File: config.mk
export PLATFORM = sky130hd
export DESIGN_NAME = mem_ctrl
export DESIGN_NICKNAME = d
export VERILOG_FILES = /design/src/rtl/mem_ctrl_pkg.sv /design/src/rtl/mem_ctrl.sv
export SDC_FILE = /design/constraint.sdc
export NUM_CORES = 1
export LEC_CHECK = 0
export CORE_MARGIN = 5
export CORE_UTILIZATION = 47
export CTS_CLUSTER_DIAMETER = 40
export DETAILED_ROUTE_END_ITERATION = 8
export PLACE_DENSITY = 0.81
export RECOVER_POWER = 50
export SLEW_MARGIN = 20
export SYNTH_ARGS = -nofsm -noshare
export SYNTH_HDL_FRONTEND = slang
export SYNTH_SLANG_ARGS = --single-unit
File: constraint.sdc
create_clock -name clk -period 2.3 [get_ports clk]
set_input_delay 0.69 -clock clk [delete_from_list [all_inputs] [get_ports clk]]
set_output_delay 0.69 -clock clk [all_outputs]
set_load 0.02 [all_outputs]
File: src/rtl/mem_ctrl_pkg.sv
// Shared types and helpers for the byte-serial memory controller.
package mem_ctrl_pkg;

    // Controller sequencing states.
    typedef enum logic [1:0] {
        MemIdle = 2'd0,
        MemRd   = 2'd1,
        MemWr   = 2'd2,
        MemDone = 2'd3
    } mem_state_e;

    // Which core port owns the access in flight.
    localparam logic OWN_ROM = 1'b0;
    localparam logic OWN_RAM = 1'b1;

    // Last counter value of each sequence: a read needs one extra cycle
    // because the external byte arrives one cycle after its address.
    localparam logic [2:0] RD_LAST_CNT = 3'd4;
    localparam logic [2:0] WR_LAST_CNT = 3'd3;

    // Pick byte lane 'lane' out of a little-endian word.
    function automatic logic [7:0] lane_byte(input logic [31:0] word, input logic [1:0] lane);
        logic [7:0] b;
        case (lane)
            2'd0:    b = word[7:0];
            2'd1:    b = word[15:8];
            2'd2:    b = word[23:16];
            2'd3:    b = word[31:24];
            default: b = 8'h00;
        endcase
        return b;
    endfunction

    // Replace byte lane 'lane' of a word with 'b'.
    function automatic logic [31:0] put_lane(input logic [31:0] word, input logic [1:0] lane,
                                             input logic [7:0] b);
        logic [31:0] r;
        r = word;
        case (lane)
            2'd0:    r[7:0]   = b;
            2'd1:    r[15:8]  = b;
            2'd2:    r[23:16] = b;
            2'd3:    r[31:24] = b;
            default: r = word;
        endcase
        return r;
    endfunction

endpackage

File: src/rtl/mem_ctrl.sv
// Arbitrates the core's fetch and data ports onto one byte-wide synchronous
// memory, assembling/splitting 32-bit words over four byte cycles.
module mem_ctrl
    import mem_ctrl_pkg::*;
#(
    parameter int ADDR_W = 17
) (
    input  logic              clk,
    input  logic              rst,
    input  logic              rom_ce_i,
    input  logic [31:0]       rom_addr_i,
    output logic [31:0]       rom_data_o,
    output logic              rom_done_o,
    input  logic              ram_ce_i,
    input  logic              ram_we_i,
    input  logic [31:0]       ram_addr_i,
    input  logic [3:0]        ram_sel_i,
    input  logic [31:0]       ram_data_i,
    output logic [31:0]       ram_data_o,
    output logic              ram_done_o,
    output logic              stallreq_if_o,
    output logic              stallreq_mem_o,
    output logic [ADDR_W-1:0] mem_a_o,
    output logic [7:0]        mem_dout_o,
    output logic              mem_wr_o,
    input  logic [7:0]        mem_din_i
);

    mem_state_e        r_state, w_state_nxt;
    logic [2:0]        r_cnt, w_cnt_nxt;
    logic [ADDR_W-1:0] r_base, w_base_nxt;
    logic              r_owner, w_owner_nxt;
    logic [31:0]       r_asm, w_asm_nxt;
    logic [ADDR_W-1:0] r_mem_a, w_mem_a_nxt;
    logic [7:0]        r_mem_dout, w_mem_dout_nxt;
    logic              r_mem_wr, w_mem_wr_nxt;
    logic [31:0]       r_rom_data, w_rom_data_nxt;
    logic [31:0]       r_ram_data, w_ram_data_nxt;
    logic              r_rom_done, w_rom_done_nxt;
    logic              r_ram_done, w_ram_done_nxt;

    logic [ADDR_W-1:0] w_rom_base, w_ram_base;
    logic [2:0]        w_cnt_inc, w_cnt_dec;
    logic [ADDR_W-1:0] w_addr_inc;
    logic              w_unused;

    // Word-aligned bases and the byte offset helpers used by the sequencer.
    assign w_rom_base = {rom_addr_i[ADDR_W-1:2], 2'b00};
    assign w_ram_base = {ram_addr_i[ADDR_W-1:2], 2'b00};
    assign w_cnt_inc  = r_cnt + 3'd1;
    assign w_cnt_dec  = r_cnt - 3'd1;
    assign w_addr_inc = {r_base[ADDR_W-1:2], w_cnt_inc[1:0]};
    // Address bits above the external range and the byte offset are don't-care.
    assign w_unused   = ^{rom_addr_i[31:ADDR_W], rom_addr_i[1:0],
                          ram_addr_i[31:ADDR_W], ram_addr_i[1:0], r_base[1:0]};

    // State register.
    always_ff @(posedge clk or negedge rst) begin
        if (!rst) begin
            r_state <= MemIdle;
        end else begin
            r_state <= w_state_nxt;
        end
    end

    // Next-state logic: arbitration, byte sequencing and completion values.
    always_comb begin
        w_state_nxt    = r_state;
        w_cnt_nxt      = r_cnt;
        w_base_nxt     = r_base;
        w_owner_nxt    = r_owner;
        w_asm_nxt      = r_asm;
        w_mem_a_nxt    = r_mem_a;
        w_mem_dout_nxt = r_mem_dout;
        w_mem_wr_nxt   = 1'b0;
        w_rom_data_nxt = r_rom_data;
        w_ram_data_nxt = r_ram_data;
        w_rom_done_nxt = 1'b0;
        w_ram_done_nxt = 1'b0;
        case (r_state)
            MemIdle: begin
                // Data port wins over fetch; first byte address goes out now.
                if (ram_ce_i) begin
                    w_owner_nxt = OWN_RAM;
                    w_base_nxt  = w_ram_base;
                    w_mem_a_nxt = w_ram_base;
                    w_cnt_nxt   = 3'd0;
                    if (ram_we_i) begin
                        w_state_nxt    = MemWr;
                        w_mem_dout_nxt = lane_byte(ram_data_i, 2'd0);
                        w_mem_wr_nxt   = ram_sel_i[0];
                    end else begin
                        w_state_nxt = MemRd;
                    end
                end else if (rom_ce_i) begin
                    w_owner_nxt = OWN_ROM;
                    w_base_nxt  = w_rom_base;
                    w_mem_a_nxt = w_rom_base;
                    w_cnt_nxt   = 3'd0;
                    w_state_nxt = MemRd;
                end else begin
                    w_state_nxt = MemIdle;
                end
            end
            MemRd: begin
                // Byte for base+cnt-1 is on mem_din_i while cnt is 1..4.
                if (r_cnt != 3'd0) begin
                    w_asm_nxt = put_lane(r_asm, w_cnt_dec[1:0], mem_din_i);
                end else begin
                    w_asm_nxt = r_asm;
                end
                if (r_cnt < WR_LAST_CNT) begin
                    w_mem_a_nxt = w_addr_inc;
                end else begin
                    w_mem_a_nxt = r_mem_a;
                end
                if (r_cnt == RD_LAST_CNT) begin
                    w_state_nxt = MemDone;
                    w_cnt_nxt   = 3'd0;
                    if (r_owner == OWN_RAM) begin
                        w_ram_data_nxt = w_asm_nxt;
                        w_ram_done_nxt = 1'b1;
                    end else begin
                        w_rom_data_nxt = w_asm_nxt;
                        w_rom_done_nxt = 1'b1;
                    end
                end else begin
                    w_cnt_nxt = w_cnt_inc;
                end
            end
            MemWr: begin
                // Lanes with a clear select still take their cycle, strobe low.
                if (r_cnt < WR_LAST_CNT) begin
                    w_mem_a_nxt    = w_addr_inc;
                    w_mem_dout_nxt = lane_byte(ram_data_i, w_cnt_inc[1:0]);
                    w_mem_wr_nxt   = ram_sel_i[w_cnt_inc[1:0]];
                    w_cnt_nxt      = w_cnt_inc;
                end else begin
                    w_state_nxt    = MemDone;
                    w_cnt_nxt      = 3'd0;
                    w_ram_done_nxt = 1'b1;
                end
            end
            MemDone: begin
                w_state_nxt = MemIdle;
            end
            default: begin
                w_state_nxt = MemIdle;
            end
        endcase
    end

    // Sequencer and output registers; reset clears every visible output.
    always_ff @(posedge clk or negedge rst) begin
        if (!rst) begin
            r_cnt      <= 3'd0;
            r_base     <= '0;
            r_owner    <= OWN_ROM;
            r_asm      <= 32'h0000_0000;
            r_mem_a    <= '0;
            r_mem_dout <= 8'h00;
            r_mem_wr   <= 1'b0;
            r_rom_data <= 32'h0000_0000;
            r_ram_data <= 32'h0000_0000;
            r_rom_done <= 1'b0;
            r_ram_done <= 1'b0;
        end else begin
            r_cnt      <= w_cnt_nxt;
            r_base     <= w_base_nxt;
            r_owner    <= w_owner_nxt;
            r_asm      <= w_asm_nxt;
            r_mem_a    <= w_mem_a_nxt;
            r_mem_dout <= w_mem_dout_nxt;
            r_mem_wr   <= w_mem_wr_nxt;
            r_rom_data <= w_rom_data_nxt;
            r_ram_data <= w_ram_data_nxt;
            r_rom_done <= w_rom_done_nxt;
            r_ram_done <= w_ram_done_nxt;
        end
    end

    assign rom_data_o     = r_rom_data;
    assign rom_done_o     = r_rom_done;
    assign ram_data_o     = r_ram_data;
    assign ram_done_o     = r_ram_done;
    assign mem_a_o        = r_mem_a;
    assign mem_dout_o     = r_mem_dout;
    assign mem_wr_o       = r_mem_wr;
    assign stallreq_if_o  = rom_ce_i & ~r_rom_done;
    assign stallreq_mem_o = ram_ce_i & ~r_ram_done;

endmodule

## Word level (Yosys, flattened, before mapping)

Index checks and enable logic that the tools add are counted.

- Memories kept: 0
- Bits in latches: 0
- Memory bits (read-only): 0
- Output and inout port bits: 94
- Input bits: 113
- Memory bits (writable): 0
- Logic and storage cells: 94
- Bits in registers: 147

- Bitwise operators: 5
- Multiply operators: 0
- $add $sub $neg: 2
- Multiplexer cells: 40
- Reduce and logical (&&, ||, !) cells: 16
- Shifts and indexed selects: 0
- Magnitude comparators: 2
- Equality and inequality tests: 17
- Divide/modulo/power cells: 0

Operator list:

| operator | count |
|---|---|
| $mux 8 | 7 |
| $mux 17 | 3 |
| $pmux 17 s2 | 1 |
| $mux 32 | 1 |
| $pmux 8 s4 | 1 |
| $pmux 8 s2 | 1 |
| $mux 1 | 13 |
| $eq 2x2->1 const B | 6 |
| $mux 3 | 4 |
| $ne 2x2->1 const B | 5 |
| $pmux 3 s3 | 1 |
| $reduce_and 3->1 | 3 |
| $mux 2 | 4 |
| $pmux 2 s4 | 1 |
| $eq 2x1->1 const B | 3 |
| $logic_not 2->1 | 3 |
| $reduce_and 2->1 | 3 |
| $reduce_bool 2->1 | 3 |
| $reduce_bool 3->1 | 2 |
| $pmux 1 s2 | 2 |
| $reduce_and 4->1 | 1 |
| $add 3x1->3 const B | 1 |
| $eq 3x3->1 const B | 1 |
| $lt 2x3->1 const B | 1 |
| 8 further kinds | 11 |

## Longest topological paths before layout

Gate-level depths: netlist of the first run.

- Depth after elaboration: 5
- Mapped depth: 8
- Gate-level depth less buffers: 6

## Worst setup path before layout of the first run

Ideal clock, no wire load.

- Kind: input-to-output
- Start: in ram_ce_i
- End: out stallreq_mem_o
- Buffers on the path: 2
- Stages: 3
- Data arrival time: 1453 ps
- Setup slack: 157 ps
- Cells stage by stage: clkbuf_1 -> buf_2 -> nor2b_1

- Longest elaborated chain between the ends: 1

RTL lines:

| element | line | RTL |
|---|---|---|
| start, declared | mem_ctrl.sv:14 | `input logic ram_ce_i,` |
| $and 1x1->1 | mem_ctrl.sv:190 | `assign stallreq_mem_o = ram_ce_i & ~r_ram_done;` |
| end, declared | mem_ctrl.sv:22 | `output logic stallreq_mem_o,` |

No other way between the ends.

## Worst setup path after layout of the first run

- Start: in ram_ce_i
- End: reg r_base[4]

- Longest elaborated chain between the ends: 2
- Elaborated cells between the ends (all ways): 3

RTL lines:

| element | line | RTL |
|---|---|---|
| $reduce_bool 2->1 (no line) | -- |  |
| $reduce_and 2->1 (no line) | -- |  |
| end signal, assigned | mem_ctrl.sv:169 | `r_base <= w_base_nxt;` |
| end, declared | mem_ctrl.sv:31 | `logic [ADDR_W-1:0] r_base, w_base_nxt;` |

Several ways; a longest one is shown, not always the timed one.
A chain may end at the register's enable or synchronous reset.

==> flow_summary.json, run 1 <==
{
  "status": "completed",
  "synth_cells": 607,
  "rsz0062_at_grt": "false",
  "rows": 43,
  "synth_seq_cells": 145,
  "postRouteAntennaNets": 0,
  "drive_above_1_share": 0.131,
  "swShare": 0.390,
  "cp_max_fo": 30,
  "ff2ff_path_depth": 6,
  "switchingPower_w": 0.00512,
  "ys_seq_area_frac": 0.556,
  "critical_path_buf_inv_count": 2,
  "worstSkewPairLatency_ps": 410,
  "critPathMaxStageDelay_ps": 830,
  "max_freq_ghz": 0.459,
  "worstReg2RegStart": "r_cnt[0]",
  "p_per_area_nw_per_um2": 1460,
  "initial_core_util": 0.474,
  "setup_violations": 0,
  "fp.coreArea_um2": 13800,
  "power.share.clock": 0.206,
  "cp_slowest_cell": "o21ai_2",
  "power_w": 0.0131,
  "routed_wl_mm": 16.0,
  "htreeDepth": 4,
  "clock_skew_ps": 6.15,
  "hold_viol": 0,
  "syn_avg_cell_area_um2": 10.8,
  "synth-edff-count": 0,
  "ioPinCount": 207,
  "slew_headroom": 0.160,
  "fin_crit_sh": 0.948,
  "cp_num_cells": 4,
  "gp_congestion": 0.813,
  "path_cells": "clkdlybuf4s50_1 > buf_4 > o21ai_2 > o21ai_0",
  "cts_buffer_depth": 2,
  "antenna_found_initial": 0,
  "regArea_um2": 3630,
  "cts_root_buf": "clkbuf_16",
  "num_vias": 5120,
  "hp-class": "reg -> reg",
  "diodes": 0,
  "ys_types": 44,
  "peakVddDrop_v": 0.000782,
  "p_leak_nw": 4.21,
  "clk_pin_slew_worst_paths_ps": 60,
  "postPlaceCellArea_um2": 8440,
  "io_buffers": 172,
  "crit_family": "compound AO/OA/AOI/OAI gates",
  "pwr-share-seq": 0.334,
  "final_nets": 904,
  "final_max_slew_viol_count": 0,
  "grtUsageTotal": 0.200,
  "nFillCells": 1121,
  "clock_sinks": 145,
  "fp.dieArea_um2": 16400,
  "ys.flop_type": "dfrtp_1",
  "cts_tree": "yes",
  "max-cap-violations": 0,
  "via_per_inst": 5.26,
  "postLayoutCellArea_um2": 8960,
  "grt_max_degree": 66,
  "rr_endpoint": "r_asm[15]",
  "cts-buffers-inserted": 17,
  "async_flop_share": 1.00,
  "pwr-share-comb": 0.461,
  "avgRoutedWirePerCell_um": 16.4,
  "post_cts_buffers": 0,
  "first_iter_violations": 365,
  "grt_pass1_wl_mm": 26.0,
  "first_pass_iters": 5,
  "crit_path_start": "ram_ce_i",
  "die_h_um": 128,
  "layout_commonest_cell": "clkdlybuf4s50_1",
  "critical_path_class": "in -> reg",
  "end_kind": "flop",
  "cp.required_ps": 2540,
  "multi_input_area_um2": 2660,
  "min_period_ps": 2180,
  "final_cell_mix": "168 x clkdlybuf4s50_1, 145 x dfrtp_1, 123 x nand2_1",
  "yosysWarnings": 0,
  "place_hpwl_mm": 11.7,
  "setup_tns_ps": 0,
  "syn2layout_area_growth_pct": 37.1,
  "grt.overflow.total": 0,
  "die_x_um": 128,
  "rrSetupSlack_ps": 220,
  "p_int_w": 0.00800,
  "drc_errors": 0,
  "worst_pin_slew_ps": 1260,
  "netlist_area_um2": 6530,
  "synth_nets": 731,
  "grt_pass1_vias": 5213,
  "crit_path_end": "r_base[4]",
  "cp-start-kind": "input port",
  "crit_arrival_ps": 2420
}
## routing by layer
layer / part of all wire / routed length (um) / global-route usage / vias up
met5: 0 / 0 / 0 / -
met4: 0.025 / 393 / 0.0662 / 0
met3: 0.074 / 1190 / 0.0646 / 31
met2: 0.48 / 7600 / 0.328 / 167
met1: 0.43 / 6810 / 0.253 / 2479
li1: - / - / - / 2443
## power groups by stage
stage / combinational (W) / sequential [W] / clock, W
finish: 0.00604 / 0.00438 / 0.00270
detailed placement: 0.00617 / 0.00440 / 0
global route: 0.00660 / 0.00452 / 0.00285
global placement: 0.00595 / 0.00433 / 0
floorplan: 0.00281 / 0.00522 / 0
CTS: 0.00619 / 0.00438 / 0.00274
## what timing repair did
| item | 4_1_cts | 5_1_grt |
|---|---|---|
| resized for setup | 7 | 1 |
| pin swaps | 0 | 0 |
| endpoints found under the setup margin | 2 | 1 |
| hold buffers | 0 | 0 |
## state kept, by name, summed over array words and instances, names as in the netlist
name        cells
r_asm          32
ram_data_o     32
rom_data_o     32
mem_a_o        17
r_base         15
mem_dout_o      8
r_cnt           3
r_state         2
mem_wr_o        1
r_owner         1
ram_done_o      1
rom_done_o      1
## area by class of cell
cell class | count | share of cell area
flip-flops and latches | 145 | 0.405
multi-input cells | 419 | 0.297
repair buffers | 189 | 0.204
clock buffers | 18 | 0.0490
well taps | 180 | 0.0251
clock inverters | 14 | 0.0162
inverters | 8 | 0.00335
## worst reg2reg max path, stage by stage (launching register included)
cell      delay (ps)
dfrtp_1          410
inv_1            130
ha_1             270
nand2b_1         100
and2_0           520
nand2_4          180
mux2_1           360
## logic make-up (layout without fill, tap and decap cells)
kind of cell / after synthesis / in the layout / synth area share
compound gates: 154 / 154 / 0.139
simple gates: 174 / 174 / 0.119
flops: 145 / 145 / 0.556
fa+ha+maj: 11 / 11 / 0.0211
mux: 80 / 80 / 0.131
buf+inv: 43 / 229 / 0.0351
## worst min-delay path by stage
stage               cells after the start            end  slack, ps          start
CTS                                     1      r_asm[29]        230            rst
global placement                        2      r_base[8]        460      r_base[8]
detailed placement                      2    mem_a_o[11]        470    mem_a_o[11]
floorplan                               0     mem_a_o[0]        390            rst
global route                            2  rom_data_o[4]        500  rom_data_o[4]
finish                                  2    mem_a_o[11]        470    mem_a_o[11]
## stage by stage
| step | util | hold slack, ps | std cells | setup slack [ps] |
|---|---|---|---|---|
| floorplan | - | 394 | 607 | 157 |
| global placement | 0.613 | 461 | 941 | -443 |
| CTS | 0.655 | 233 | 973 | 39.5 |
| global route | 0.650 | 503 | 973 | 15.0 |
| detailed placement | 0.613 | 465 | 941 | -455 |
| finish | 0.650 | 474 | 973 | 120 |
## cells in the mapped netlist, types with 2 or more instances
master | n | area share
o21ai_0 | 91 | 0.070
nand4_1 | 2 | 0.0019
mux2_2 | 27 | 0.047
nand2_4 | 5 | 0.0086
clkbuf_1 | 13 | 0.0075
mux2i_1 | 47 | 0.072
ha_1 | 11 | 0.021
a21oi_1 | 16 | 0.012
buf_6 | 4 | 0.0069
buf_4 | 2 | 0.0023
inv_1 | 8 | 0.0046
and2_1 | 2 | 0.0019
dfrtp_1 | 145 | 0.56
nand2_1 | 118 | 0.068
o21ai_1 | 13 | 0.010
buf_1 | 4 | 0.0023
mux2_1 | 5 | 0.0086
o21ai_2 | 15 | 0.020
a22oi_1 | 9 | 0.010
nand2b_1 | 5 | 0.0048
buf_2 | 11 | 0.0084
nand3_1 | 14 | 0.011
nand2_2 | 4 | 0.0038
nor2b_1 | 2 | 0.0019
nor2_1 | 15 | 0.0086
No activity file was read; power rests on OpenSTA's default activity.
==> run 2, diff against run 1 <==
==> constraint.sdc (replaced) <==
create_clock -name clk -period 2.3 [get_ports clk]
set_input_delay 0.345 -clock clk [delete_from_list [all_inputs] [get_ports clk]]
set_output_delay 0.345 -clock clk [all_outputs]
set_load 0.02 [all_outputs]
==> run 2 against run 1 <==
  * Critical path depth is 1 lower
  * Final area is 0.53% higher
  * Routed wire length is 2.0% higher
  * Combinational power is 2% lower
  * Clock skew is 2.6 ps higher
  * Global-route usage is 0.39 points higher
  * Die area stayed put
  * Worst hold slack worse by 2.4 ps
  * Via count is 0.31% lower
  * Fmax is 2.9% higher
  * Largest cell class unchanged
  * Largest power group unchanged
  * Highest routed layer unchanged
==> flow_summary.json, run 2 (synthesis gave the netlist of run 1 again) <==
{
  "fin_crit_sh": 0.921,
  "ff2ff_path_depth": 6,
  "cts_buffer_depth": 2,
  "io_buffers": 172,
  "final_max_slew_viol_count": 0,
  "die_h_um": 128,
  "max-cap-violations": 0,
  "grt_max_degree": 71,
  "fp.dieArea_um2": 16400,
  "diodes": 0,
  "critical_path_class": "in -> out",
  "post_cts_buffers": 0,
  "gp_congestion": 0.822,
  "end_kind": "output pin",
  "cts-buffers-inserted": 17,
  "drive_above_1_share": 0.132,
  "cp-start-kind": "input port",
  "cts_tree": "yes",
  "min_period_ps": 2120,
  "peakVddDrop_v": 0.000657,
  "first_iter_violations": 363,
  "routed_wl_mm": 16.3,
  "cts_root_buf": "clkbuf_16",
  "clock_skew_ps": 8.73,
  "cp_max_fo": 5,
  "final_cell_mix": "145 x dfrtp_1, 142 x clkdlybuf4s50_1, 118 x nand2_1",
  "final_nets": 900,
  "rsz0062_at_grt": "false",
  "setup_tns_ps": 0,
  "grt_pass1_vias": 5266,
  "placed_cells_incl_taps": 936,
  "drc_errors": 0,
  "whs_path_depth": 2,
  "setup_violations": 0,
  "avgRoutedWirePerCell_um": 16.8,
  "max_freq_ghz": 0.472,
  "clk_pin_slew_worst_paths_ps": 60,
  "cp.required_ps": 1960,
  "p_leak_nw": 4.18,
  "clock_sinks": 145,
  "p_per_area_nw_per_um2": 1460,
  "worst_pin_slew_ps": 987,
  "grtUsageTotal": 0.204,
  "hold_viol": 0,
  "htreeDepth": 4,
  "syn2layout_area_growth_pct": 37.9,
  "worstSkewPairLatency_ps": 410,
  "initial_core_util": 0.474,
  "status": "completed",
  "nFillCells": 1081,
  "num_vias": 5104,
  "first_pass_iters": 4,
  "rows": 43,
  "grt_pass1_wl_mm": 26.5,
  "via_per_inst": 5.27,
  "hp-class": "reg -> reg",
  "layout_commonest_cell": "dfrtp_1",
  "crit_arrival_ps": 1770,
  "place_hpwl_mm": 11.8,
  "antenna_found_initial": 0,
  "postRouteAntennaNets": 0,
  "power_w": 0.0132,
  "slew_headroom": 0.342,
  "grt.overflow.total": 0,
  "timing.hold.ws_ps": 472,
  "fin_cells": 969,
  "fin_util": 0.654,
  "fp.coreArea_um2": 13800,
  "die_x_um": 128,
  "ioPinCount": 207
}
[run 2: cell types whose count changed in the layout (fill, tap and decap cells not counted), moves of 4 or more]
cell	change
clkdlybuf4s50_1	-26
dlygate4sd3_1	+30
nand2_1	-5
nand2_2	+4
o21ai_0	-8
o21ai_1	+9
[run 2: cell type report]
class	count	area, um2	share of cell area
flip-flops and latches	145	3630	0.403
multi-input cells	419	2670	0.297
repair buffers	185	1840	0.204
clock buffers	19	433	0.0481
well taps	180	225	0.0250
clock inverters	13	178	0.0197
inverters	8	30.0	0.00333
[run 2: critical path: stages]
cell,delay (ps)
clkdlybuf4s50_1,650
nor2b_1,170
clkdlybuf4s50_1,610
[run 2: worst paths after layout]
path,from,endpoint,slack [ps]
worst min-delay path,mem_a_o[12],mem_a_o[12],470
worst max-delay path,rom_ce_i,stallreq_if_o,180
max in group asynchronous,rst,r_owner,430
min in group asynchronous,rst,mem_dout_o[0],670
worst max register to register,r_cnt[1],r_asm[15],230
worst min register to register,mem_a_o[12],mem_a_o[12],470
[run 2: metrics by stage]
| stage | cell area (um2) | worst slack [ps] |
|---|---|---|
| after floorplan | 6530 | 429 |
| after global placement | 8410 | 171 |
| after detailed placement | 8410 | 168 |
| after CTS | 9030 | 166 |
| after global routing | 9000 | 135 |
| final | 9000 | 181 |
[run 2: layer usage]
metal / up-vias / share of wire / global-route usage / routed length, um
li1: 2438 / - / - / -
met1: 2486 / 0.42 / 0.259 / 6870
met2: 162 / 0.49 / 0.338 / 7970
met5: - / 0 / 0 / 0
met4: 0 / 0.0094 / 0.0549 / 154
met3: 18 / 0.080 / 0.0675 / 1310
[run 2: where the power goes]
| group | switching, W | internal (W) | total (W) |
|---|---|---|---|
| logic | 0.00332 | 0.00262 | 0.00593 |
| clock network | 0.00112 | 0.00173 | 0.00285 |
| registers | 0.000675 | 0.00373 | 0.00441 |
| total | 0.00511 | 0.00808 | 0.0132 |
[run 2: repair_timing]
item / 4_1_cts / 5_1_grt
hold buffers: 1 / 0
endpoints found under the hold margin: 67 / 0
gates resized for setup: 0 / 0
==> run 3, diff against run 2 <==
--- a/config.mk
+++ b/config.mk
@@ -9,7 +9,7 @@
 export CORE_UTILIZATION = 47
 export CTS_CLUSTER_DIAMETER = 40
 export DETAILED_ROUTE_END_ITERATION = 8
-export PLACE_DENSITY = 0.81
+export PLACE_DENSITY = 0.9
 export RECOVER_POWER = 50
 export SLEW_MARGIN = 20
 export SYNTH_ARGS = -nofsm -noshare
==> run 3 against run 2 <==
  * Count of clock-buffer cells in the layout unchanged
  * Setup slack improved by 42 ps
  * Non-clock buffer count is 4 higher
  * Largest cell class unchanged
  * Routed wire length shrank 2.6%
  * Global-route usage down 0.12 points
  * Clock skew about the same
  * Final area up 0.14%
  * Clock power fell by 4%
==> flow_summary.json, run 3 (synthesis gave the netlist of run 1 again) <==
{
  "cp_max_fo": 3,
  "whs_path_depth": 2,
  "peakVddDrop_v": 0.000801,
  "p_int_w": 0.00800,
  "grt_pass1_vias": 5178,
  "die_x_um": 128,
  "switchingPower_w": 0.00507,
  "fin_cells": 973,
  "cp_slowest_cell": "clkdlybuf4s50_1",
  "placed_cells_incl_taps": 940,
  "pwr-share-comb": 0.458,
  "critPathMaxStageDelay_ps": 620,
  "cts-resized-gates": 0,
  "initial_core_util": 0.474,
  "worst_pin_slew_ps": 1320,
  "fin_crit_sh": 0.903,
  "multi_input_area_um2": 2670,
  "grt.overflow.total": 0,
  "first_pass_iters": 4,
  "htreeDepth": 4,
  "cts_tree": "yes",
  "grt_pass1_wl_mm": 26.4,
  "place_hpwl_mm": 11.5,
  "min_to": "mem_dout_o[2]",
  "fin_util": 0.655,
  "grt_max_degree": 66,
  "max-cap-violations": 0,
  "io_buffers": 172,
  "hold_start": "mem_dout_o[2]",
  "routed_wl_mm": 15.9,
  "rsz0062_at_grt": "false",
  "syn2layout_area_growth_pct": 38.1,
  "first_iter_violations": 198,
  "rows": 43,
  "avgRoutedWirePerCell_um": 16.3,
  "hold_viol": 0,
  "ff2ff_path_depth": 8,
  "antenna_found_initial": 0,
  "power.share.clock": 0.210,
  "p_per_area_nw_per_um2": 1450,
  "cts-buffers-inserted": 17,
  "end_kind": "output pin",
  "fp.dieArea_um2": 16400,
  "path_cells": "clkdlybuf4s50_1 > nor2b_1 > clkdlybuf4s50_1",
  "drive_above_1_share": 0.137,
  "critPathMostFrequentCell": "clkdlybuf4s50_1",
  "final_max_slew_viol_count": 0,
  "nFillCells": 1070,
  "worstSkewPairLatency_ps": 410,
  "layout_commonest_cell": "dfrtp_1",
  "power_w": 0.0131,
  "drc_errors": 0,
  "min_period_ps": 2080,
  "grtUsageTotal": 0.203,
  "clk_pin_slew_worst_paths_ps": 60,
  "fp.coreArea_um2": 13800,
  "rrSetupSlack_ps": 270,
  "clock_skew_ps": 8.80,
  "cts_root_buf": "clkbuf_16",
  "crit_arrival_ps": 1730,
  "status": "completed",
  "p_leak_nw": 4.21,
  "setup_tns_ps": 0,
  "cp-start-kind": "input port",
  "pre_cts_ws_ps": 219,
  "critical_path_buf_inv_count": 2,
  "crit_family": "buffers and inverters",
  "slew_headroom": 0.121,
  "gp_congestion": 0.761,
  "post_cts_buffers": 0,
  "diodes": 0,
  "final_cell_mix": "145 x dfrtp_1, 144 x clkdlybuf4s50_1, 118 x nand2_1",
  "pwr-share-seq": 0.333,
  "setup_violations": 0,
  "num_vias": 5043,
  "final_nets": 904,
  "fin_ws_ps": 223,
  "hp-class": "reg -> reg",
  "via_per_inst": 5.18,
  "critical_path_class": "in -> out",
  "max_freq_ghz": 0.481,
  "rr_endpoint": "rom_data_o[21]",
  "worstReg2RegStart": "r_cnt[1]",
  "die_h_um": 128,
  "clock_sinks": 145,
  "swShare": 0.388,
  "cts_buffer_depth": 2,
  "ioPinCount": 207,
  "regArea_um2": 3630,
  "postRouteAntennaNets": 0,
  "cp.required_ps": 1960
}
==> run 3: cell types whose count changed in the layout (fill, tap and decap cells not counted), sizes merged <==
cell,before,now
clkdlybuf4s50,142,144
clkinv,1,6
buf,9,13
clkinvlp,4,1
inv,13,12
dlygate4sd3,30,28
bufinv,3,2
==> run 3: worst max path at each step <==
| stage | to | startpoint | depth (start not counted) |
|---|---|---|---|
| 6_report | stallreq_if_o | rom_ce_i | 3 |
| 5_1_grt | rom_data_o[9] | rst | 3 |
| 4_1_cts | stallreq_if_o | rom_ce_i | 3 |
| 3_5_place_dp | stallreq_if_o | rom_ce_i | 3 |
| 3_3_place_gp | stallreq_if_o | rom_ce_i | 3 |
| 2_1_floorplan | r_asm[0] | r_cnt[0] | 8 |
==> run 3: worst register-to-register path: stages (launching register included) <==
cell and delay (ps):
dfrtp_1 380, inv_1 130, ha_1 190, buf_4 200, nand3_1 80, or2_2 270, buf_4 310, nand2_1 200
o21ai_0 110
==> run 3: per-layer routing <==
layer  up-vias  share of wire  routed length [um]  global-route usage
met3        20          0.069                1100              0.0608
met2       146           0.50                8020               0.337
met1      2429           0.41                6480               0.255
met5         -              0                   0                   0
li1       2448              -                   -                   -
met4         0          0.018                 280              0.0662
==> run 3: final cells by class <==
class / count / share of cell area
tap: 180 / 0.0250
clock buffer: 19 / 0.0491
inverter: 8 / 0.00333
multi-input combinational: 419 / 0.297
clock inverter: 13 / 0.0169
sequential: 145 / 0.402
timing repair buffer: 189 / 0.207
==> run 3: per-stage QoR <==
step | hold WS, ps | cell area (um2)
after floorplan | 49.4 | 6530
after global placement | 327 | 8430
after detailed placement | 328 | 8430
after CTS | 456 | 9030
after global routing | 493 | 9020
final | 475 | 9020
==> run 3: what timing repair did <==
action                                 in CTS  in global routing
endpoints found under the hold margin      50                  0
setup endpoints to repair                   0                  0
hold buffers                                1                  0
==> run 3: power groups by stage <==
| stage | combinational [W] | clock [W] | sequential [W] |
|---|---|---|---|
| after floorplan | 0.00281 | 0 | 0.00522 |
| after global placement | 0.00591 | 0 | 0.00432 |
| after detailed placement | 0.00611 | 0 | 0.00439 |
| after CTS | 0.00615 | 0.00279 | 0.00437 |
| after global routing | 0.00658 | 0.00290 | 0.00451 |
| final | 0.00598 | 0.00274 | 0.00435 |
